===== config.mk =====
export PLATFORM = sky130hd
export DESIGN_NAME = fft_result_streamer
export DESIGN_NICKNAME = d
export VERILOG_FILES = /design/src/rtl/fft_result_streamer.sv
export SDC_FILE = /design/constraint.sdc
export NUM_CORES = 1
export LEC_CHECK = 0
export ABC_AREA = 0
export CAP_MARGIN = 25
export CORE_ASPECT_RATIO = 1.75
export CORE_UTILIZATION = 40
export DETAILED_ROUTE_END_ITERATION = 10
export PLACE_DENSITY_LB_ADDON = 0.1
export SETUP_SLACK_MARGIN = 0.02
export SYNTH_ARGS = -nofsm -noshare
export SYNTH_HDL_FRONTEND = slang
export SYNTH_SLANG_ARGS = --single-unit

===== constraint.sdc =====
create_clock -name clk_i -period 5.4 [get_ports clk_i]
set_input_delay 1.35 -clock clk_i [delete_from_list [all_inputs] [get_ports clk_i]]
set_output_delay 1.35 -clock clk_i [all_outputs]
set_load 0.05 [all_outputs]

===== src/rtl/fft_result_streamer.sv =====
`default_nettype none
// ============================================================================
// Module   : fft_result_streamer
// Brief    : Reads a finished FFT frame out of BRAM and sends it as AXI4-Stream.
// Revision : 1.0 - initial release
// ============================================================================
module fft_result_streamer #(
    parameter int POINTS    = 1024,
    parameter int RAMADDR   = 9,
    parameter int WORDLEN   = 32,
    parameter int MAXSHIFTS = 8,
    parameter int RDLAT     = 1
) (
    input  logic                 clk_i,
    input  logic                 rst_i,
    input  logic                 start_i,
    input  logic [MAXSHIFTS-1:0] shifts_i,
    output logic                 bram_en_o,
    output logic [RAMADDR-1:0]   bram_addr_o,
    input  logic [WORDLEN-1:0]   bram_rdata_i,
    output logic [WORDLEN-1:0]   m_axis_tdata_o,
    output logic [MAXSHIFTS-1:0] m_axis_tuser_o,
    output logic                 m_axis_tvalid_o,
    input  logic                 m_axis_tready_i,
    output logic                 m_axis_tlast_o,
    output logic                 busy_o,
    output logic                 done_o
);

    localparam int c_RAMLEN     = POINTS / 2;
    localparam int c_LAST_I     = c_RAMLEN - 1;
    localparam int c_FIFO_DEPTH = RDLAT + 1;
    localparam int c_LAST_IDX_I = c_FIFO_DEPTH - 1;
    localparam int c_PTR_W      = (c_FIFO_DEPTH > 1) ? $clog2(c_FIFO_DEPTH) : 1;
    localparam int c_CNT_W      = $clog2(c_FIFO_DEPTH + 1);
    localparam int c_CRD_W      = c_CNT_W + 1;

    localparam logic [RAMADDR:0]   c_RAMLEN_P  = c_RAMLEN[RAMADDR:0];
    localparam logic [RAMADDR-1:0] c_LAST_BEAT = c_LAST_I[RAMADDR-1:0];
    localparam logic [c_PTR_W-1:0] c_LAST_IDX  = c_LAST_IDX_I[c_PTR_W-1:0];
    localparam logic [c_CRD_W-1:0] c_DEPTH_CRD = c_FIFO_DEPTH[c_CRD_W-1:0];

    localparam logic [1:0] c_ST_IDLE   = 2'd0;
    localparam logic [1:0] c_ST_STREAM = 2'd1;
    localparam logic [1:0] c_ST_DONE   = 2'd2;

    logic [1:0]           r_state_q, w_state_d;
    logic [MAXSHIFTS-1:0] r_shifts_q, w_shifts_d;
    logic [RAMADDR:0]     r_rd_ptr_q, w_rd_ptr_d;
    logic [RAMADDR-1:0]   r_beat_cnt_q, w_beat_cnt_d;
    logic [RDLAT-1:0]     r_pipe_q, w_pipe_d;
    logic [WORDLEN-1:0]   r_fifo_mem_q [c_FIFO_DEPTH];
    logic [c_PTR_W-1:0]   r_wr_idx_q, w_wr_idx_d;
    logic [c_PTR_W-1:0]   r_rd_idx_q, w_rd_idx_d;
    logic [c_CNT_W-1:0]   r_fifo_cnt_q, w_fifo_cnt_d;
    logic                 r_tvalid_q, w_tvalid_d;
    logic [WORDLEN-1:0]   r_tdata_q, w_tdata_d;

    logic                 w_hs;
    logic                 w_last_hs;
    logic                 w_start_acc;
    logic                 w_fifo_push;
    logic                 w_fifo_pop;
    logic                 w_rd_issue;
    logic [c_CRD_W-1:0]   w_inflight;
    logic [c_CRD_W-1:0]   w_credit_used;

    // ------------------------------------------------------------------
    // FSM: state register
    // ------------------------------------------------------------------
    always_ff @(posedge clk_i) begin
        if (rst_i) begin
            r_state_q <= c_ST_IDLE;
        end else begin
            r_state_q <= w_state_d;
        end
    end

    // ------------------------------------------------------------------
    // FSM: next state
    // ------------------------------------------------------------------
    always_comb begin
        w_state_d = r_state_q;
        case (r_state_q)
            c_ST_IDLE:   if (start_i)   w_state_d = c_ST_STREAM;
            c_ST_STREAM: if (w_last_hs) w_state_d = c_ST_DONE;
            c_ST_DONE:                  w_state_d = c_ST_IDLE;
            default:                    w_state_d = c_ST_IDLE;
        endcase
    end

    // ------------------------------------------------------------------
    // FSM: outputs
    // ------------------------------------------------------------------
    always_comb begin
        busy_o          = (r_state_q != c_ST_IDLE);
        done_o          = (r_state_q == c_ST_DONE);
        bram_en_o       = w_rd_issue;
        bram_addr_o     = w_rd_issue ? r_rd_ptr_q[RAMADDR-1:0] : '0;
        m_axis_tvalid_o = r_tvalid_q;
        m_axis_tdata_o  = r_tdata_q;
        m_axis_tuser_o  = r_shifts_q;
        m_axis_tlast_o  = r_tvalid_q && (r_beat_cnt_q == c_LAST_BEAT);
    end

    // ------------------------------------------------------------------
    // Handshake, FIFO movement and read credit
    // ------------------------------------------------------------------
    always_comb begin
        w_hs        = r_tvalid_q && m_axis_tready_i;
        w_last_hs   = w_hs && (r_beat_cnt_q == c_LAST_BEAT);
        w_start_acc = (r_state_q == c_ST_IDLE) && start_i;
        w_fifo_push = r_pipe_q[RDLAT-1];
        // The output register refills whenever it is empty or being drained.
        w_fifo_pop  = (r_fifo_cnt_q != '0) && (!r_tvalid_q || m_axis_tready_i);

        w_inflight = '0;
        for (int i = 0; i < RDLAT; i++) begin
            w_inflight = w_inflight + c_CRD_W'(r_pipe_q[i]);
        end

        // Occupancy after this edge if nothing new is issued; a read is only
        // launched when its data is guaranteed a FIFO slot on arrival.
        w_credit_used = c_CRD_W'(r_fifo_cnt_q) + w_inflight - c_CRD_W'(w_fifo_pop);
        w_rd_issue    = (r_state_q == c_ST_STREAM) && (r_rd_ptr_q < c_RAMLEN_P)
                        && (w_credit_used < c_DEPTH_CRD);
    end

    // ------------------------------------------------------------------
    // Read-return tracking: bit RDLAT-1 marks data arriving this cycle
    // ------------------------------------------------------------------
    generate
        if (RDLAT == 1) begin : g_pipe_single
            assign w_pipe_d = w_rd_issue;
        end else begin : g_pipe_multi
            assign w_pipe_d = {r_pipe_q[RDLAT-2:0], w_rd_issue};
        end
    endgenerate

    // ------------------------------------------------------------------
    // Datapath next-state
    // ------------------------------------------------------------------
    always_comb begin
        w_shifts_d   = r_shifts_q;
        w_rd_ptr_d   = r_rd_ptr_q;
        w_beat_cnt_d = r_beat_cnt_q;

        if (w_start_acc) begin
            w_shifts_d   = shifts_i;
            w_rd_ptr_d   = '0;
            w_beat_cnt_d = '0;
        end else begin
            if (w_rd_issue) begin
                w_rd_ptr_d = r_rd_ptr_q + (RAMADDR+1)'(1);
            end
            if (w_hs) begin
                w_beat_cnt_d = r_beat_cnt_q + RAMADDR'(1);
            end
        end

        w_wr_idx_d = r_wr_idx_q;
        if (w_fifo_push) begin
            w_wr_idx_d = (r_wr_idx_q == c_LAST_IDX) ? '0 : r_wr_idx_q + c_PTR_W'(1);
        end
        w_rd_idx_d = r_rd_idx_q;
        if (w_fifo_pop) begin
            w_rd_idx_d = (r_rd_idx_q == c_LAST_IDX) ? '0 : r_rd_idx_q + c_PTR_W'(1);
        end
        w_fifo_cnt_d = r_fifo_cnt_q + c_CNT_W'(w_fifo_push) - c_CNT_W'(w_fifo_pop);

        w_tvalid_d = r_tvalid_q;
        w_tdata_d  = r_tdata_q;
        if (w_fifo_pop) begin
            w_tvalid_d = 1'b1;
            w_tdata_d  = r_fifo_mem_q[r_rd_idx_q];
        end else if (w_hs) begin
            w_tvalid_d = 1'b0;
        end
    end

    // ------------------------------------------------------------------
    // Datapath registers
    // ------------------------------------------------------------------
    always_ff @(posedge clk_i) begin
        if (rst_i) begin
            r_shifts_q   <= '0;
            r_rd_ptr_q   <= '0;
            r_beat_cnt_q <= '0;
            r_pipe_q     <= '0;
            r_wr_idx_q   <= '0;
            r_rd_idx_q   <= '0;
            r_fifo_cnt_q <= '0;
            r_tvalid_q   <= 1'b0;
            r_tdata_q    <= '0;
        end else begin
            r_shifts_q   <= w_shifts_d;
            r_rd_ptr_q   <= w_rd_ptr_d;
            r_beat_cnt_q <= w_beat_cnt_d;
            r_pipe_q     <= w_pipe_d;
            r_wr_idx_q   <= w_wr_idx_d;
            r_rd_idx_q   <= w_rd_idx_d;
            r_fifo_cnt_q <= w_fifo_cnt_d;
            r_tvalid_q   <= w_tvalid_d;
            r_tdata_q    <= w_tdata_d;
        end
    end

    // FIFO storage holds data only; validity lives in the count and pointers.
    always_ff @(posedge clk_i) begin
        if (w_fifo_push) begin
            r_fifo_mem_q[r_wr_idx_q] <= bram_rdata_i;
        end
    end

endmodule
`default_nettype wire


==> results of run 1 <==
==> worst max-delay path: cells and delay by family <==
kind | cells | cell delay (ns)
and+or+nand+nor | 4 | 0.77
buffers and inverters | 4 | 0.83
adders and majority gates | 3 | 0.93
==> area by class of cell <==
class | instances | area, sq um
clock buffers | 17 | 425.4
clock inverters | 14 | 140.1
fillers | 1005 | 5071
inverters | 7 | 26.28
multi-input cells | 217 | 1479
flip-flops and latches | 131 | 3264
well taps | 135 | 168.9
repair buffers | 103 | 1136
==> cell usage after synthesis, drive strengths merged <==
master and n:
or4 1, o21ai 2, ha 5, mux2i 32, fa 1, o211ai 1
or3 1, inv 7, a22o 8, clkbuf 11, nor4b 1, nor2 55
xor2 10, nand3 6, xnor2 6, nand2b 1, a21o 1, dfxtp 67
buf 10, a211oi 32, edfxtp 64, and2 3, nor3 3, nor2b 5
and4 3, nand4 8, a21oi 6, nand2 14, and3 12
==> logic make-up (layout without fill, tap and decap cells) <==
kind of cell / after synthesis / in the layout / share of synthesized area, %
AO/OA/AOI/OAI: 50 / 50 / 7.542
adder cells (fa/ha/maj): 6 / 6 / 1.705
XOR/XNOR: 16 / 16 / 2.892
buffers and inverters: 28 / 141 / 2.505
AND/OR/NAND/NOR: 113 / 113 / 11.39
multiplexers: 32 / 32 / 6.612
flip-flops: 131 / 131 / 67.36
==> stage by stage <==
step	hold WS, ns	instance area [sq um]	setup slack [ns]
2_1_floorplan	0.4379	4847	0.07447
3_3_place_gp	0.4477	6035	0.1993
3_5_place_dp	0.4581	6055	0.1708
4_1_cts	0.4672	6620	0.1569
5_1_grt	0.4920	6640	0.03234
6_report	0.4706	6640	0.1668
==> flip-flops by register name, indices dropped and copies added, names as in the netlist <==
name / count
r_fifo_cnt_q: 2
r_state_q: 2
m_axis_tuser_o: 8
r_beat_cnt_q: 9
r_pipe_q: 1
r_rd_idx_q: 1
r_wr_idx_q: 1
m_axis_tvalid_o: 1
r_fifo_mem_q: 64
r_rd_ptr_q: 10
m_axis_tdata_o: 32
==> how the worst min path moves through the flow <==
stage                             end              start  cells after the start
floorplan             r_beat_cnt_q[8]    r_beat_cnt_q[8]                      2
global placement      r_beat_cnt_q[8]    r_beat_cnt_q[8]                      2
detailed placement  m_axis_tuser_o[4]  m_axis_tuser_o[4]                      1
CTS                   r_beat_cnt_q[8]    r_beat_cnt_q[8]                      2
global route        m_axis_tuser_o[2]  m_axis_tuser_o[2]                      1
finish                r_beat_cnt_q[8]    r_beat_cnt_q[8]                      2
==> power by group <==
part,switching (mW),internal (mW),total (mW)
logic,0.795,0.453,1.25
registers,0.0936,1.20,1.30
clock network,0.412,0.673,1.09
total,1.30,2.33,3.63
==> metal layers <==
layer | vias to the layer above | wire length [um] | global-route usage (%) | share of wire [%]
li1 | 1574 | - | - | -
met1 | 1488 | 3799 | 17.33 | 40
met2 | 70 | 5268 | 30.08 | 55
met3 | 11 | 347 | 4.411 | 3.6
met4 | 0 | 151 | 7.373 | 1.6
met5 | - | 0 | 0 | 0
==> impl_results.md, run 1 <==
* Ys Warns at 0
* Synth area leader: edfxtp_1
* Routed WL at about 9.6 mm
* Routability cong. at around 0.8
* DR WL/cell at around 15 um
* Worst-Skew Late Latency at 0.40 ns
* Maximum resistive drop on vdd at approximately 0.00033 V
* Setup crit start: m_axis_tready_i
* R2r setup slk at around 2.7 ns
* Crit share post-route at a little over nine tenths
* Worst endpoint required time at roughly 4.1 ns
* Worst Path Max Fanout at 14
* Inst Count DP at 592
* Total chip power at around 3.6 mW
* Via count at 3,143
* Most frequent cells in the layout: clkdlybuf4s50_1 (86), dfxtp_1 (66), edfxtp_1 (64)
* Antenna violations before repair at 0
* Core ar. at 11,710 sq um
* GRT Util Overall at around 16%
* Max Slew Vio Count at 0
* Critical path cell sequence: clkdlybuf4s50_1 > nand2b_1 > nor2b_4 > ha_1 > inv_1 > ha_1 > fa_1 > nor4b_4 > buf_4 > and3_1 > buf_12
* Final number of setup-violating endpoints at 0
* P_leak at around 2.4 nW
* Hold buffer count at cts at 0
* Status: finished, final reports clean
* # IOs at 98
* Seq/Total Area, Yosys at 67.36%
* Hold Path Class: reg -> reg
* CP max-delay cell: fa_1
* Diode count at 0
* Max Fclk at about 190 MHz
* Post-layout util at a little under three fifths
* Reg-to-reg endpoint: r_rd_ptr_q[8]
* DR pass1 iterations at 4
* Yosys reg bits at about 130
* Die footprint at between 10,000 and 15,000 sq um
* Post-route DRC at 0
* Iter 0 DRT Violations at 85
* CTS tree: done
* Share of layout cells above drive strength 1 at about 11%
* Pwr dens at between 500 and 600 nW/um^2
* Crit path to: bram_addr_o[7]
* Kind of critical path: in -> out
* Post-Layout Cell Count at 624
* Max-slew headroom at 38.82%
* Worst Skew at just over 0.007 ns
* Syn Nets at approximately 430
* Commonest non-fill, non-tap cell in the layout: clkdlybuf4s50_1
* Root Buffer: clkbuf_16
* Overflow after GRT at 0
* Clock Sink Count at roughly 130
* Synth top area share at 39.67%
* Initial Util at about 41%
* Worst Max-Slew Pin Slew at 0.9178 ns
* Post-CTS Setup Bufs at 0
* Die X at around 85 um
* Std-Cell Rows at 52
* Area growth, synth to finish at 37.06%
* Reg2reg start: m_axis_tvalid_o
* Arr. time, crit path at 3.88 ns
* Mapped Avg Cell Area at between 10 and 15 sq um
* Setup crit start kind: input port
* Port buffer count at 97
* Crit. End Element: primary output
* Top cells by area, synth: edfxtp_1 (40%), dfxtp_1 (28%), mux2i_1 (6.6%)
* CTS resizes at 0
* CTS H-tree depth at 4
* Register-to-Register Path Depth at 11
* Fin. Hold Viols at 0
* Antenna Nets Post-Route at 0
* Vias in the first global route at roughly 3,200
* HPWL after detailed placement at approximately 6 mm
* Chip height at around 150 um
* Largest net degree at the start of global routing at between 60 and 70
* CTS buffer count at 17
* Most frequent CP cell: ha_1
* First-pass GRT wire length at approximately 16 mm
* Synth Cell Area at about 4800 sq um
* Via density at 5.037
* Max Cap Viol at 0
* Tmin final at roughly 5.2 ns
* Cells after synthesis at around 380
* Layout net count at 527
* RSZ-0062 raised after global routing: no
* Clock Pin Slew Worst Setup and Hold Paths at 0.06 ns
* Setup_tns at 0 ns
* Worst path max stage delay at ~0.48 ns
* CTS max path bufs at 2
* Unique masters post-synth at 32
Power figures use the tool's default switching activity.
==> run 2: changes to the inputs <==
--- a/config.mk
+++ b/config.mk
@@ -11,7 +11,6 @@
 export CORE_UTILIZATION = 40
 export DETAILED_ROUTE_END_ITERATION = 10
 export PLACE_DENSITY_LB_ADDON = 0.1
-export SETUP_SLACK_MARGIN = 0.02
 export SYNTH_ARGS = -nofsm -noshare
 export SYNTH_HDL_FRONTEND = slang
 export SYNTH_SLANG_ARGS = --single-unit
==> results of run 2 <==
The final DEF is identical to that of run 1; final timing and power are the same.
==> run 3: changes to the inputs <==
--- a/config.mk
+++ b/config.mk
@@ -6,11 +6,12 @@
 export NUM_CORES = 1
 export LEC_CHECK = 0
 export ABC_AREA = 0
-export CAP_MARGIN = 25
+export CAP_MARGIN = 20
 export CORE_ASPECT_RATIO = 1.75
 export CORE_UTILIZATION = 40
 export DETAILED_ROUTE_END_ITERATION = 10
 export PLACE_DENSITY_LB_ADDON = 0.1
+export SLEW_MARGIN = 40
 export SYNTH_ARGS = -nofsm -noshare
 export SYNTH_HDL_FRONTEND = slang
 export SYNTH_SLANG_ARGS = --single-unit
==> impl_results.md, run 3 (synthesis gave the netlist of run 1 again) <==
* Status: finished, final reports clean
* Die footprint at 12,570 sq um
* Fin. Hold Viols at 0
* Worst Max-Slew Pin Slew at 0.6660 ns
* Antenna violations before repair at 0
* Diode count at 0
* Largest Register: r_fifo_mem_q
* Setup_tns at 0 ns
* Final number of setup-violating endpoints at 0
* CTS tree: done
* Initial Util at between 40% and 50%
* CTS max path bufs at 2
* Area growth, synth to finish at 37.66%
* Post-layout util at 56.94%
* Crit share post-route at a little over nine tenths
* Storage cell area at approximately 3300 sq um
* Clock Pin Slew Worst Setup and Hold Paths at roughly 0.05 ns
* First-pass GRT wire length at approximately 16 mm
* Setup crit start kind: input port
* Routability cong. at between 0.7 and 0.8
* Std-Cell Rows at between 50 and 60
* Chip height at around 150 um
* Post-CTS Setup Bufs at 0
* Via density at 5.078
* HPWL after detailed placement at 6.179 mm
* Arr. time, crit path at roughly 3.9 ns
* Final instance area at 6669 sq um
* R2r setup slk at ~2.7 ns
* Max Slew Vio Count at 0
* Root Buffer: clkbuf_16
* Largest net degree at the start of global routing at between 60 and 70
* Max Fclk at ~190 MHz
* P_leak at about 2.4 nW
* Tmin final at 5.230 ns
* Overflow after GRT at 0
* Crit. End Element: primary output
* Port buffer count at 97
* Iter 0 DRT Violations at 99
* Kind of critical path: in -> out
* Commonest non-fill, non-tap cell in the layout: clkdlybuf4s50_1
* Core ar. at 11,710 sq um
* Max-slew headroom at 55.60%
* Routed WL at roughly 9.6 mm
* GRT Util Overall at roughly 16%
* Fill cells at roughly 990
* Post-route DRC at 0
* Layout net count at between 500 and 600
* DR WL/cell at ~15 um
* Maximum resistive drop on vdd at about 0.00033 V
* DR pass1 iterations at 4
* Area occupied by multi-input gates at between 1000 and 1500 sq um
* Hold buffer count at cts at 0
* Clock Sink Count at approximately 130
* Setup ws final at ~0.17 ns
* Vias in the first global route at about 3,200
* CTS H-tree depth at 4
* Worst Skew at between 0.01 and 0.015 ns
* Most frequent cells in the layout: clkdlybuf4s50_1 (86), dfxtp_1 (66), edfxtp_1 (64)
* CTS buffer count at 17
* Via count at 3,174
* Worst Path Max Fanout at 14
* CTS resizes at 0
* Worst endpoint required time at a little over 4 ns
* Share of layout cells above drive strength 1 at 11.43%
* Max Cap Viol at 0
* Pwr dens at about 550 nW/um^2
* Worst-Skew Late Latency at between 0.4 and 0.5 ns
* Antenna Nets Post-Route at 0
* Largest register FFs at 64
* Area post-placement at roughly 6100 sq um
* Hold Path Class: reg -> reg
* # IOs at slightly below 100
* Pre-CTS setup slack at approximately 0.17 ns
* RSZ-0062 raised after global routing: no
* Die X at 85.19 um
[run 3: routing by layer]
metal	vias to the layer above	global-route usage (%)	routed length (um)
met3	7	4.578	321
met5	-	0	0
met4	0	6.864	118
met1	1529	16.78	3728
li1	1568	-	-
met2	70	30.12	5433
[run 3: area by class of cell]
cell class | instances | share of cell area (%)
sequential | 131 | 48.99
multi-input combinational | 217 | 22.25
timing repair buffer | 103 | 17.11
clock buffer | 18 | 6.435
tap | 135 | 2.533
clock inverter | 14 | 2.289
inverter | 7 | 0.3940
[run 3: worst paths after layout]
path / from / endpoint / depth (start not counted)
worst min register to register: r_beat_cnt_q[8] / r_beat_cnt_q[8] / 2
worst max register to register: r_fifo_cnt_q[1] / r_rd_ptr_q[8] / 11
worst max-delay path: m_axis_tready_i / bram_addr_o[2] / 11
worst min-delay path: r_beat_cnt_q[8] / r_beat_cnt_q[8] / 2
[run 3: report_power, final]
part,internal [mW],switching (mW),leakage [nW]
Sequential,1.20,0.136,1.13
Clock,0.684,0.427,0.274
Combinational,0.447,0.748,0.987
Total,2.34,1.31,2.39
[run 3: critical path: stages]
cell	delay (ns)
clkdlybuf4s50_1	0.42
nand2b_1	0.16
nor2b_4	0.13
ha_1	0.27
inv_1	0.04
ha_1	0.18
fa_1	0.49
nor4b_4	0.26
buf_4	0.22
and3_1	0.22
buf_12	0.15
[run 3: through the flow]
stage               total power [mW]  cells  hold slack, ns
floorplan                      2.168    376          0.4379
global placement               2.547    591          0.4477
detailed placement             2.573    593          0.4550
CTS                            3.695    625          0.4624
global route                   3.823    625          0.4947
finish                         3.647    625          0.4626
